File: config.mk
export PLATFORM = sky130hd
export DESIGN_NAME = unified_mem
export DESIGN_NICKNAME = d
export VERILOG_FILES = /design/src/rtl/unified_mem.sv
export SDC_FILE = /design/constraint.sdc
export NUM_CORES = 2
export LEC_CHECK = 0
export ABC_AREA = 0
export BUFFER_PORTS_ARGS = -buffer_cell sky130_fd_sc_hd__clkbuf_2
export CORE_MARGIN = 4
export CORE_UTILIZATION = 48
export DETAILED_ROUTE_END_ITERATION = 16
export PLACE_DENSITY = 0.72
export SETUP_SLACK_MARGIN = 0.3
export SYNTH_ARGS = -nofsm -noshare
export SYNTH_HDL_FRONTEND = slang
export SYNTH_SLANG_ARGS = --single-unit
File: constraint.sdc
create_clock -name clk -period 7.8 [get_ports clk]
set_clock_uncertainty 0.05 [all_clocks]
set_input_delay 1.56 -clock clk [delete_from_list [all_inputs] [get_ports clk]]
set_output_delay 1.56 -clock clk [all_outputs]
set_load 0.01 [all_outputs]
File: src/rtl/unified_mem.sv
// Unified byte-addressed memory for the SimpleCPU core: one registered load/store
// port, one registered big-endian multi-byte fetch port, optional zero-fill after reset.
module unified_mem #(
    parameter int DATA_W         = 8,
    parameter int ADDR_W         = 8,
    parameter int INS_BYTES      = 2,
    parameter bit CLEAR_ON_RESET = 1'b1
) (
    input  logic                        clk,
    input  logic                        rst_n,
    output logic                        busy,
    input  logic                        d_req,
    input  logic                        d_we,
    input  logic [ADDR_W-1:0]           d_addr,
    input  logic [DATA_W-1:0]           d_din,
    output logic [DATA_W-1:0]           d_dout,
    output logic                        d_ack,
    input  logic                        i_req,
    input  logic [ADDR_W-1:0]           i_addr,
    output logic [DATA_W*INS_BYTES-1:0] i_ins,
    output logic                        i_valid
);
    // state   | meaning
    // S_CLEAR | zero-filling mem[clr_cnt], one location per cycle; requests dropped
    // S_IDLE  | servicing data and fetch requests

    localparam int DEPTH = 1 << ADDR_W;
    localparam int INS_W = DATA_W * INS_BYTES;
    localparam logic [ADDR_W-1:0] LAST_ADDR = ADDR_W'(DEPTH - 1);

    typedef enum logic {
        S_IDLE  = 1'b0,
        S_CLEAR = 1'b1
    } state_t;

    state_t            state, state_nx;
    logic [ADDR_W-1:0] clr_cnt, clr_cnt_nx;
    logic              clr_we;
    logic              d_go, i_go;
    logic [DATA_W-1:0] mem [DEPTH];
    logic [INS_W-1:0]  fetch_word;

    always_ff @(posedge clk) begin
        if (!rst_n) begin
            if (CLEAR_ON_RESET) state <= S_CLEAR;
            else                state <= S_IDLE;
            clr_cnt <= '0;
        end else begin
            state   <= state_nx;
            clr_cnt <= clr_cnt_nx;
        end
    end

    always_comb begin
        state_nx   = state;
        clr_cnt_nx = clr_cnt;
        clr_we     = 1'b0;
        d_go       = 1'b0;
        i_go       = 1'b0;
        case (state)
            S_CLEAR: begin
                clr_we     = 1'b1;
                clr_cnt_nx = clr_cnt + ADDR_W'(1);
                if (clr_cnt == LAST_ADDR) state_nx = S_IDLE;
            end
            S_IDLE: begin
                d_go = d_req;
                i_go = i_req;
            end
            default: state_nx = S_IDLE;
        endcase
    end

    assign busy = (state == S_CLEAR);

    // Reset never touches the array; only the clear sequence or a data write does.
    always_ff @(posedge clk) begin
        if (rst_n) begin
            if (clr_we)
                mem[clr_cnt] <= '0;
            else if (d_go && d_we)
                mem[d_addr] <= d_din;
        end
    end

    // Big-endian gather with modulo-DEPTH wrap; reads the pre-write array contents.
    always_comb begin
        fetch_word = '0;
        for (int k = 0; k < INS_BYTES; k++)
            fetch_word[(INS_BYTES-1-k)*DATA_W +: DATA_W] = mem[i_addr + ADDR_W'(k)];
    end

    always_ff @(posedge clk) begin
        if (!rst_n) begin
            d_dout  <= '0;
            i_ins   <= '0;
            d_ack   <= 1'b0;
            i_valid <= 1'b0;
        end else begin
            d_ack   <= d_go;
            i_valid <= i_go;
            if (d_go) d_dout <= d_we ? d_din : mem[d_addr];
            if (i_go) i_ins  <= fetch_word;
        end
    end

endmodule

Yosys cells after proc, flatten, opt, wreduce, memory -nomap -nowiden:

Memory sizes are Yosys's and may differ from the RTL's. A register that Yosys moved wholly into a read port is not among the register bits.
Cells that the tools add are included.

* word-level logic and storage cells: 28
* output and inout bits: 27
* input port bits: 29
* flip-flop bits (word level): 11
* memories kept: 1
* bits in writable memories: 2048

* add/subtract/negate cells: 2
* muxes and demuxes: 15
* eq/ne operators: 1
* reduce and logical (&&, ||, !) cells: 5

Memories
* mem: words 256, bits a word 8, read ports 3, clocked after memory_dff 3, wr ports 1, RTL line 40 `logic [DATA_W-1:0] mem [DEPTH];`

Operators by type and width (number)
* $add A8 B1 Y8 const B: 2
* $mux W8: 2
* $mux W1: 13
* $eq A8 B8 Y1 const B: 1
* $reduce_or A8 Y1: 1
* $logic_not A1 Y1: 3
* $logic_and A1 B1 Y1: 1

Logic depth before layout (Yosys ltp):

* word-level depth: 8
* depth in mapped cells: 14
* depth with buffers taken out: 8

Worst setup path before layout:

Ideal clock, no wire load.

* path kind: input port to flip-flop
* start point: input port rst_n
* end point: memory mem[0][5], data pin
* buffers on the path: 3
* setup slack: 1.166 ns
* stages on the path: 5
* data required time: 6.877 ns
* data arrival time: 5.712 ns
* cells stage by stage: clkbuf_1 -> and3_1 -> clkbuf_1 -> clkbuf_1 -> and2_1

* cells in the longest elaborated chain, start to end: 4

Ends and longest elaborated chain
* start, declared: RTL line 10 `input logic rst_n,`
* $mux W1: RTL line 78 `if (rst_n) begin`
* $mux W1 (implied by the code): RTL line 82 `mem[d_addr] <= d_din;`
* $reduce_or A8 Y1 (no source line)
* $mux W8 (no source line)
* end, declared: RTL line 40

No other way between the ends.

Final worst setup path:

* start point: input port i_addr[1]
* end point: register i_ins[3] (read register of mem)

* cells in the longest elaborated chain, start to end: 1

Ends and longest elaborated chain
* start, declared: RTL line 19 `input logic [ADDR_W-1:0] i_addr,`
* $add A8 B1 Y8: RTL line 90 `fetch_word[(INS_BYTES-1-k)*DATA_W +: DATA_W] = mem[i_addr + ADDR_W'(k)];`
* end, declared: RTL line 20 `output logic [DATA_W*INS_BYTES-1:0] i_ins,`

No other way between the ends.
A chain may end at the register's enable or synchronous reset.

==> results.md <==
* Outcome: finished with violations
* Violated checks: max-slew violations
* Max-capacitance violation count at 0
* Core region area at 235,000 µm²
* Clock share of power at 0.420
* Final worst path period share at 0.673
* Worst endpoint required time at between 8 and 9 ns
* Cell count after synthesis at 5,757
* Maximum level of the CTS H-tree at 4
* Critical Path Fanout Max at 55
* Final count of pins violating max slew at 76
* Via count at 70,200
* Hold Fails Final Rpt at 0
* Avg Inst Size Synth at roughly 20 µm²
* Total of buffers placed on input and output ports at 55
* Initial core utilization at 0.482
* Crit Reg-Reg Startpoint: busy
* Number of warnings issued by yosys at 0
* Yosys reg bits at ~2,100
* Vias in the first global route at about 70,000
* CTS Buffer Depth at 3
* Combinational fraction of design power at 0.108
* Area of the die at about 240,000 µm²
* Actual transition at the worst max-transition pin at 1.59 ns
* Peak ir drop on the vdd network at 0.000249 V
* Fill cells at between 15,000 and 20,000
* Clock Latency Late Sink at about 0.9 ns
* RD Place Congestion at ~1.0
* CTS Root Buffer Type: sky130_fd_sc_hd__clkbuf_16
* Post-detailed-route via-to-cell ratio at 7.76
* Final Instance Area at approximately 120,000 µm²
* Number of different library cells in the post-synthesis netlist at between 60 and 70
* Flop pwr share at 0.471
* Slew Limit Headroom at -0.0599
* Largest net degree at the start of global routing at 194
* Dominant cell type by area after synthesis: sky130_fd_sc_hd__edfxtp_1
* Layout-stage area growth over the synthesis result at 10.0%
* Data arrival time at the worst-slack endpoint at approximately 6.0 ns
* Sequential cell area at slightly above 60,000 µm²
* Total leakage power at 38.8 nW
* Net switching share of the total power at 0.247
* Power Density at roughly 210 nW/µm²
* Detailed router's first-iteration violation count at ~13,000
* Async set-reset flop share out of synthesis at 0
* Total internal power at about 19 mW
* Number of enable flip-flop cells after synthesis at roughly 2,000
* Final setup violation count at 0
* Die X-Extent at ~500 µm
* RSZ-0062 raised after global routing: no
* Net Switching at around 6.3 mW
* Number of antenna violations at the first check in global routing at 33
* DRT Pass-1 Iters at 6
* Placed Area at 117,000 µm²
* Number of remaining DRC errors at 0
* Setup Buffers After CTS at 0
* Detail Placement HPWL at between 200 and 300 mm
* Type of destination of the critical path: flip-flop
* Area used by multi-input combinational logic at just under 50,000 µm²
* Average wire length per cell after detail routing at around 44 µm
* Post-synthesis instance area at roughly 110,000 µm²
* Min-delay worst type: flip-flop to flip-flop
* Post-cts hold buffer count at 0
* Top cells by area, synth: sky130_fd_sc_hd__edfxtp_1 (54%), sky130_fd_sc_hd__mux4_2 (36%), sky130_fd_sc_hd__mux2i_1 (1.4%)
* Synthesized Nets at about 5,800
* Global-route wire length before repair at between 500 and 600 mm
* Time the final worst path needs with I/O delays and setup at approximately 5.3 ns
* Share of the yosys chip area belonging to registers at 0.549
* R2r setup slk at just under 3 ns
* Post-Route Setup TNS at 0 ns
* Overall overflow remaining after global route at 0
* GRT Util Overall at 0.323
* Worst Min Path Start: clr_cnt[5]
* Resized Gates After CTS at 0
* Commonest register cell after synthesis: sky130_fd_sc_hd__edfxtp_1
* Chip height at around 490 µm
* Highest-count cells in the layout ignoring fill and taps: sky130_fd_sc_hd__edfxtp_1 (2,048), sky130_fd_sc_hd__mux4_2 (1,806), sky130_fd_sc_hd__nand2_1 (291)
* Start-to-end type of the worst setup path: input pin to flip-flop
* Ratio of cells with drive above 1 in the final layout at 0.420
* CTS buffer count at between 200 and 250
* Startpoint class of the critical path: input pin
* Origin of the worst setup path: i_addr[1]
* Peak clock frequency supported by timing at between 150 and 200 MHz
* Total number of clock tree sinks at approximately 2,100
* WL final at approximately 390 mm
* Clock transition at path regs at around 0.07 ns
* TritonCTS clock tree: built
* # IOs at between 50 and 60
* Top-area cell type share of the netlist area at 0.543
* Most common cell after layout, fill and taps aside: sky130_fd_sc_hd__edfxtp_1
* Number of nets in the layout at about 5,700
* Placement row count at 178
* Post-route ant nets at 0
==> kinds of logic after synthesis <==
kind of cell / Yosys count / share of synthesized area
AOI/OAI and AO/OA: 345 / 0.0219
and+or+nand+nor: 793 / 0.0300
DFF: 2083 / 0.549
xor gates and xnor gates: 13 / 0.00124
muxes: 1973 / 0.374
buffers and inverters: 548 / 0.0236
adders and majority gates: 2 / 0.000221
==> layer usage <==
layer / vias up / track usage / part of all wire
li1: 25500 / - / -
met1: 36800 / 0.412 / 0.32
met2: 6556 / 0.470 / 0.44
met3: 1253 / 0.128 / 0.16
met4: 28 / 0.194 / 0.078
met5: - / 0.00431 / 0.00065
==> critical path, stage by stage <==
cell	delay [ns]
sky130_fd_sc_hd__buf_8	0.40
sky130_fd_sc_hd__ha_4	0.73
sky130_fd_sc_hd__buf_12	0.41
sky130_fd_sc_hd__buf_4	0.39
sky130_fd_sc_hd__mux4_2	0.56
sky130_fd_sc_hd__mux4_2	0.46
sky130_fd_sc_hd__mux2_2	0.33
sky130_fd_sc_hd__o221ai_1	0.32
sky130_fd_sc_hd__o2111ai_1	0.27
sky130_fd_sc_hd__a32o_1	0.29
==> power by group through the flow <==
stage / logic, mW / registers (mW) / clock network [mW]
5_1_grt: 2.81 / 12.1 / 11.3
3_3_place_gp: 2.68 / 12.4 / 0
4_1_cts: 2.69 / 12.1 / 10.8
2_1_floorplan: 1.76 / 12.4 / 0
6_report: 2.78 / 12.1 / 10.8
3_5_place_dp: 2.68 / 12.4 / 0
==> area by class of cell <==
class,instances,share of cell area
diodes,12,0.000241
multi-input cells,3126,0.390
flip-flops and latches,2083,0.499
inverters,1,0.0000301
clock buffers,240,0.0439
clock inverters,159,0.0151
repair buffers,274,0.0196
well taps,3150,0.0316
==> through the flow <==
stage | power (mW) | setup slack (ns) | instances | hold slack [ns] | util
floorplan | 14.1 | 1.17 | 5757 | 0.452 | -
global placement | 15.0 | 1.47 | 8633 | 0.491 | 0.499
detailed placement | 15.0 | 1.78 | 8634 | 0.518 | 0.499
CTS | 25.6 | 2.68 | 9033 | 0.525 | 0.530
global route | 26.2 | 2.52 | 9035 | 0.556 | 0.530
finish | 25.7 | 2.55 | 9045 | 0.536 | 0.530
==> registers in the layout, summed over array words and instances, names as in the netlist <==
| name | count |
|---|---|
| i_valid | 1 |
| i_ins | 16 |
| d_dout | 8 |
| clr_cnt | 8 |
| d_ack | 1 |
| mem | 2048 |
| busy | 1 |
==> path summary, 6_finish.rpt <==
check	end	cells after the start
min	clr_cnt[5]	2
max reg2reg	mem[33][1]	5
min reg2reg	clr_cnt[5]	2
max	i_ins[3]	10
==> Yosys cell counts (all sizes together) (11+ instances only) <==
cell	count
a211oi	23
a21oi	44
a221oi	19
a22o	19
a22oi	46
a32o	11
a32oi	34
and2	25
buf	335
clkbuf	212
dfxtp	35
edfxtp	2048
mux2i	161
mux4	1806
nand2	292
nand3	99
nand4	26
nor2	286
nor2b	11
nor3	17
o21ai	35
o22ai	47
o31ai	12
(Power assumes the default switching activity.)
